### config.mk
export PLATFORM = sky130hd
export DESIGN_NAME = instruction_sequencer
export DESIGN_NICKNAME = d
export VERILOG_FILES = /design/src/rtl/instruction_sequencer.sv
export SDC_FILE = /design/constraint.sdc
export NUM_CORES = 1
export LEC_CHECK = 0
export BUFFER_PORTS_ARGS = -buffer_cell sky130_fd_sc_hd__buf_2
export CAP_MARGIN = 10
export CORE_ASPECT_RATIO = 0.5
export CORE_MARGIN = 3
export CORE_UTILIZATION = 38
export CTS_CLUSTER_DIAMETER = 30
export DETAILED_ROUTE_END_ITERATION = 8
export GPL_TIMING_DRIVEN = 0
export HOLD_SLACK_MARGIN = 0.12
export PLACE_DENSITY = 0.62
export SLEW_MARGIN = 20
export SYNTH_ARGS = -nofsm -noshare
export SYNTH_HDL_FRONTEND = slang
export SYNTH_SLANG_ARGS = --single-unit
### constraint.sdc
create_clock -name clk -period 2.2 [get_ports clk]
set_input_delay 0.66 -clock clk [delete_from_list [all_inputs] [get_ports clk]]
set_output_delay 0.66 -clock clk [all_outputs]
set_load 0.01 [all_outputs]
### src/rtl/instruction_sequencer.sv
// Four-state fetch/decode/execute/halt sequencer driving a one-hot control word.
// Optional EXECUTE timeout abort is built in when SEQ_TIMEOUT_EN is defined.
module instruction_sequencer #(
  parameter int PC_W         = 8,
  parameter int EXEC_TIMEOUT = 15
) (
  input  logic            clk,
  input  logic            rst_n,
  input  logic            instr_valid,
  input  logic [7:0]      instr_data,
  output logic            instr_ready,
  output logic [PC_W-1:0] pc,
  output logic [13:0]     ctrl,
  output logic            exec_valid,
  input  logic            exec_done,
  input  logic            resume,
  output logic            halted,
  output logic            illegal
);

  typedef enum logic [1:0] {
    FETCH   = 2'd0,
    DECODE  = 2'd1,
    EXECUTE = 2'd2,
    HALT    = 2'd3
  } state_t;

  state_t      state;
  logic [7:0]  instr_q;
  logic [3:0]  opcode;
  logic [13:0] dec_ctrl;
  logic        dec_illegal;

  assign opcode      = instr_q[7:4];
  assign instr_ready = (state == FETCH);

  always_comb begin
    dec_ctrl    = '0;
    dec_illegal = 1'b0;
    case (opcode)
      4'h9, 4'hE: dec_illegal  = 1'b1;
      4'hA:       dec_ctrl[9]  = 1'b1;
      4'hB:       dec_ctrl[10] = 1'b1;
      4'hC:       dec_ctrl[11] = 1'b1;
      4'hD:       dec_ctrl[12] = 1'b1;
      4'hF:       dec_ctrl[13] = 1'b1;
      default:    dec_ctrl[opcode] = 1'b1;
    endcase
  end

`ifdef SEQ_TIMEOUT_EN
  localparam int unsigned TO_W = (EXEC_TIMEOUT > 1) ? $clog2(EXEC_TIMEOUT) : 1;
  logic [TO_W-1:0] exec_cnt;
`endif

  always_ff @(posedge clk or negedge rst_n) begin
    if (!rst_n) begin
      state      <= FETCH;
      pc         <= '0;
      ctrl       <= '0;
      exec_valid <= 1'b0;
      halted     <= 1'b0;
      illegal    <= 1'b0;
      instr_q    <= '0;
`ifdef SEQ_TIMEOUT_EN
      exec_cnt   <= '0;
`endif
    end else begin
      illegal <= 1'b0;
      case (state)
        FETCH: begin
          if (instr_valid) begin
            instr_q <= instr_data;
            state   <= DECODE;
          end
        end
        DECODE: begin
`ifdef SEQ_TIMEOUT_EN
          exec_cnt <= '0;
`endif
          if (dec_illegal) begin
            illegal <= 1'b1;
            pc      <= pc + 1'b1;
            state   <= FETCH;
          end else if (opcode == 4'hF) begin
            // ctrl[13] is visible only in the first HALT cycle
            ctrl   <= dec_ctrl;
            halted <= 1'b1;
            state  <= HALT;
          end else begin
            ctrl       <= dec_ctrl;
            exec_valid <= 1'b1;
            state      <= EXECUTE;
          end
        end
        EXECUTE: begin
          if (exec_done) begin
            ctrl       <= '0;
            exec_valid <= 1'b0;
            pc         <= (opcode == 4'hB) ? PC_W'(instr_q[3:0]) : pc + 1'b1;
            state      <= FETCH;
          end
`ifdef SEQ_TIMEOUT_EN
          // exec_done above wins over a coincident timeout
          else if (exec_cnt == TO_W'(EXEC_TIMEOUT - 1)) begin
            ctrl       <= '0;
            exec_valid <= 1'b0;
            illegal    <= 1'b1;
            pc         <= pc + 1'b1;
            state      <= FETCH;
          end else begin
            exec_cnt <= exec_cnt + 1'b1;
          end
`endif
        end
        HALT: begin
          ctrl <= '0;
          if (resume) begin
            halted <= 1'b0;
            pc     <= pc + 1'b1;
            state  <= FETCH;
          end
        end
        default: state <= FETCH;
      endcase
    end
  end

endmodule

# Word-level counts from Yosys, hierarchy flattened
# Cells that the tools add are included.
# word_totals
reg_bits	35
output_inout_bits	26
# classes
n_mux	33
reduce_logical	18
eq_ne	17
n_addsub	1
magnitude_cmp	2
# op_table
operator	count
$pmux W14 S3	1
$mux W8	4
$reduce_or A6 Y1	5
$eq A4 B4 Y1 const B	7
$mux W14	2
$pmux W8 S3	1
$ne A2 B2 Y1 const B	7
$pmux W1 S2	7
$reduce_and A4 Y1	3
$mux W1	11
$mux W9	1
$add A8 B1 Y8 const B	1
$mux W2	4
$pmux W2 S4	1
$reduce_or A7 Y1	1
$reduce_and A3 Y1	2
$lt A4 B5 Y1 const B	1
$demux W1 S4	1
$eq A2 B2 Y1 const B	2
$ge A4 B1 Y1 const B	1
$reduce_bool A2 Y1	2
$reduce_bool A3 Y1	1
$eq A2 B1 Y1 const B	1
$logic_not A2 Y1	1
other kinds (3)	3

# Logic depth before layout (Yosys ltp)
# logic_depth
word_depth	7
ltp_mapped	6
depth_no_buf	5

# Least setup slack after synthesis
# No wires, ideal clock.
# synth_path
path_kind	input port to flip-flop
startpoint	in exec_done
endpoint	reg pc[4]
stages	5
setup_slack_ns	0.635
t_required_ns	2.078
t_arrival_ns	1.444
path_cell_list	mux2i_4 nor2_4 or2_1 buf_2 a32o_1
# synth_via
elab_chain_len	2
# synth_rtl
item	line	rtl
start: declaration	15	input logic exec_done,
$ne A2 B2 Y1 (no source line)	-	
$reduce_and A4 Y1 (no source line)	-	
end signal: assignment	83	pc <= pc + 1'b1;
end signal: assignment	100	pc <= (opcode == 4'hB) ? PC_W'(instr_q[3:0]) : pc + 1'b1;
end signal: assignment	120	pc <= pc + 1'b1;
end: declaration	12	output logic [PC_W-1:0] pc,
# No other way between the ends.
# A chain may end at the register's enable or synchronous reset.

# Worst setup path after layout
# layout_path
startpoint	reg state[1]
endpoint	out instr_ready
# layout_via
elab_chain_len	1
# layout_rtl
item	line	rtl
start: declaration	28	state_t state;
start signal: assignment	58	state <= FETCH;
start signal: assignment	74	state <= DECODE;
start signal: assignment	84	state <= FETCH;
$logic_not A2 Y1	35	assign instr_ready = (state == FETCH);
end: declaration	11	output logic instr_ready,
# No other way between the ends.

==> run_results.csv <==
group,metric,value,unit
outcome,status,"completed",
routing,postRouteAntennaNets,0,
clock_tree,clkSinkCount,35,
pwr,seqPwrFrac,36.7,%
grt,antenna_found_initial,0,
logic_synthesis,ys_seq_area_share,49.0,%
timing,drv_slew,0,
worst_setup_path,cp_cell_sequence,"buf_2, nor2_1, buf_2",
floorplan,start_util,42.6,%
pwr,switching_share,41.4,%
cells_and_area,layout.nets,231,
place,place.gp.congestion,0.807,
timing,setup_viol_count_final,0,
routing,drt_wl_total,3960,um
logic_synthesis,ys_top_cells_by_area,"dfrtp_1, nand3_1, o21ai_0",
logic_synthesis,yosys.area.top_type,"dfrtp_1",
clock_tree,numCtsBuffers,5,
worst_setup_path,slowest_stage,"dfrtp_1",
timing,final-hold-violation-count,0,
timing,finClkSkew,0.00729,ns
logic_synthesis,netlist_instances,172,
pwr,powerDensity,1320,mW/mm^2
worst_setup_path,crit_path_frequent_cell,"buf_2",
worst_setup_path,crit_required,1.54,ns
logic_synthesis,syn_area_per_cell,10.4,sq um
pwr,ir_drop,0.000564,V
floorplan,coreArea,0.00420,sq mm
worst_setup_path,crit_path_end_kind,"primary output",
place,dp_slack,0.352,ns
worst_setup_path,critPathBufInv,2,
worst_setup_path,crit_family,"flip-flops",
routing,drc,0,
logic_synthesis,synthArstFlopShare,100,%
pwr,power.total,0.00279,W
routing,first_iter_violations,70,
worst_setup_path,cpPeakStageDelay,0.39,ns
grt,grt_pass1_vias,1474,
worst_hold_path,timing.hold.worst.class,"in -> async",
clock_tree,post_cts_buffers,0,
routing,viasPerCell,5.40,
routing,drt_pre_antenna_iters,4,
clock_tree,cts-resized-gates,0,
timing,period_needed,1.81,ns
logic_synthesis,yosysWarnings,0,
logic_synthesis,ys_ff_latch,35,
worst_setup_path,r2r-start,"instr_q[6]$_DFFE_PN0P_",
timing,max_slew_margin,47.2,%
timing,layout_setup_ws,0.391,ns
place,port_buffers,38,
cells_and_area,syn2layout_area_growth,18.5,%
worst_setup_path,r2r-end,"pc[3]$_DFFE_PN0P_",
cells_and_area,drive_gt1_share,31.0,%
worst_setup_path,critPathMaxFanout,10,
clock_tree,clockBufferDepth,2,
logic_synthesis,yosys.area.top_type_share,49.0,%
worst_setup_path,worstSetupStartpointType,"register",
clock_tree,ctsRootBufferMaster,"clkbuf_8",
grt,grt_overflow,0,
logic_synthesis,netlist-cell-type-count,43,
worst_setup_path,cp.arrival,1.15,ns
routing,num_vias,1457,
floorplan,num_rows,16,
grt,grt_pass1_wl,6890,um
floorplan,io-pin-count,39,
pwr,p_switching,0.00115,W
routing,avgRoutedWirePerCell,14.6,um
pwr,p_comb_share,47.9,%
clock_tree,path_clk_slew,0.07,ns
clock_tree,hold_buffers,0,
logic_synthesis,synth-edff-count,0,
clock_tree,cts_tree,"built",
pwr,p_leak,1.00,nW
floorplan,fp.dieW,103,um
logic_synthesis,synth_nets,186,
clock_tree,htreeDepth,2,
worst_setup_path,critical_path_class,"reg -> out",
worst_setup_path,reg2reg_depth,5,
pwr,cell_internal_pwr,0.00163,W
floorplan,die_area,0.00562,sq mm
logic_synthesis,ys.flop_type,"dfrtp_1",
timing,layout_worst_path_cycle_share,82.2,%
floorplan,die_y,54.5,um
timing,fmax,553,MHz
clock_tree,insertion_delay,0.29,ns
logic_synthesis,syn-cell-area,0.00179,sq mm
worst_setup_path,worst-r2r-setup-slack,0.60,ns
place,dp_hpwl,2810,um
grt,track_usage,16.4,%
timing,worstMarginPinSlew,0.791,ns
timing,rsz0062_at_grt,"false",
grt,grt_max_degree,36,
job,drv_cap,0,
timing,finalSetupTns,0,ns
pwr,clock_power_share,15.4,%
cells_and_area,num_antenna_cells,0,
registers in the layout, summed over array words and instances, names as in the netlist:
| name | cells |
|---|---|
| ctrl | 14 |
| exec_valid | 1 |
| halted | 1 |
| illegal | 1 |
| instr_q | 8 |
| pc | 8 |
| state | 2 |
synthesized netlist by cell type, drive strengths merged (4+ instances only):
cell type / count
buf: 10
clkbuf: 4
dfrtp: 35
mux2: 9
nand2: 14
nand3: 24
nor2: 8
nor2b: 4
nor3: 5
o21ai: 20
o22ai: 6
area by class of cell:
type                            instances  area (sq um)
Fill cell                             406          2080
Sequential cell                        35           876
Multi-Input combinational cell        120           810
Timing Repair Buffer                   38           190
Buffer                                 14          92.6
Clock buffer                            6          72.6
Tap cell                               54          67.6
Inverter                                3          11.3
cells in the final DEF (no fill, tap or decap), types with 2 or more instances in the layout:
| master | instances |
|---|---|
| a22o_1 | 2 |
| a31oi_1 | 2 |
| a32o_1 | 3 |
| and3_1 | 3 |
| buf_2 | 43 |
| buf_4 | 2 |
| buf_6 | 3 |
| clkbuf_1 | 4 |
| clkbuf_8 | 5 |
| dfrtp_1 | 35 |
| inv_1 | 3 |
| mux2_1 | 3 |
| mux2_2 | 5 |
| mux2i_1 | 2 |
| nand2_1 | 14 |
| nand3_1 | 24 |
| nor2_1 | 7 |
| nor2b_1 | 3 |
| nor3_1 | 5 |
| o21ai_0 | 14 |
| o21ai_1 | 6 |
| o22ai_1 | 6 |
kinds of logic (layout without fill, tap and decap cells):
group           count (synthesis)  count (layout)  synth area share [%]
flops                          35              35                  49.0
mux                            12              12                  8.25
buf+inv                        17              61                  5.80
compound gates                 40              40                  14.8
simple gates                   67              67                  21.5
fa+ha+maj                       1               1                 0.699
routing by layer:
| layer | wire length [um] | track usage (%) |
|---|---|---|
| met5 | 0 | 0 |
| met4 | 78 | 7.74 |
| met3 | 246 | 4.45 |
| met2 | 1710 | 26.1 |
| met1 | 1920 | 21.2 |
how the worst max path moves through the flow:
stage / startpoint / slack (ns) / endpoint / depth (start not counted)
3_3_place_gp: exec_done / 0.38 / ctrl[2]$_DFFE_PN0P_ / 5
2_1_floorplan: exec_done / 0.63 / pc[4]$_DFFE_PN0P_ / 5
5_1_grt: state[1]$_DFFE_PN0P_ / 0.30 / instr_ready / 3
6_report: state[1]$_DFFE_PN0P_ / 0.39 / instr_ready / 3
3_5_place_dp: exec_done / 0.35 / ctrl[10]$_DFFE_PN0P_ / 5
4_1_cts: state[1]$_DFFE_PN0P_ / 0.39 / instr_ready / 3
per-stage QoR:
step                      instance area, sq um  hold slack, ns  instances  util (%)
after floorplan                           1790           0.364        172         -
after global placement                    2050           0.479        264      48.7
after detailed placement                  2050           0.488        264      48.7
after CTS                                 2120           0.484        270      50.4
after global routing                      2120           0.518        270      50.4
final                                     2120           0.453        270      50.4
power by group through the flow:
stage	registers, W	logic (W)	clock network [W]
after detailed placement	0.00104	0.00134	0
final	0.00102	0.00133	0.000429
after global placement	0.00103	0.00132	0
after CTS	0.00103	0.00134	0.000442
after global routing	0.00106	0.00150	0.000474
after floorplan	0.00107	0.000919	0
Note: power is estimated with default switching activity, not from simulation.
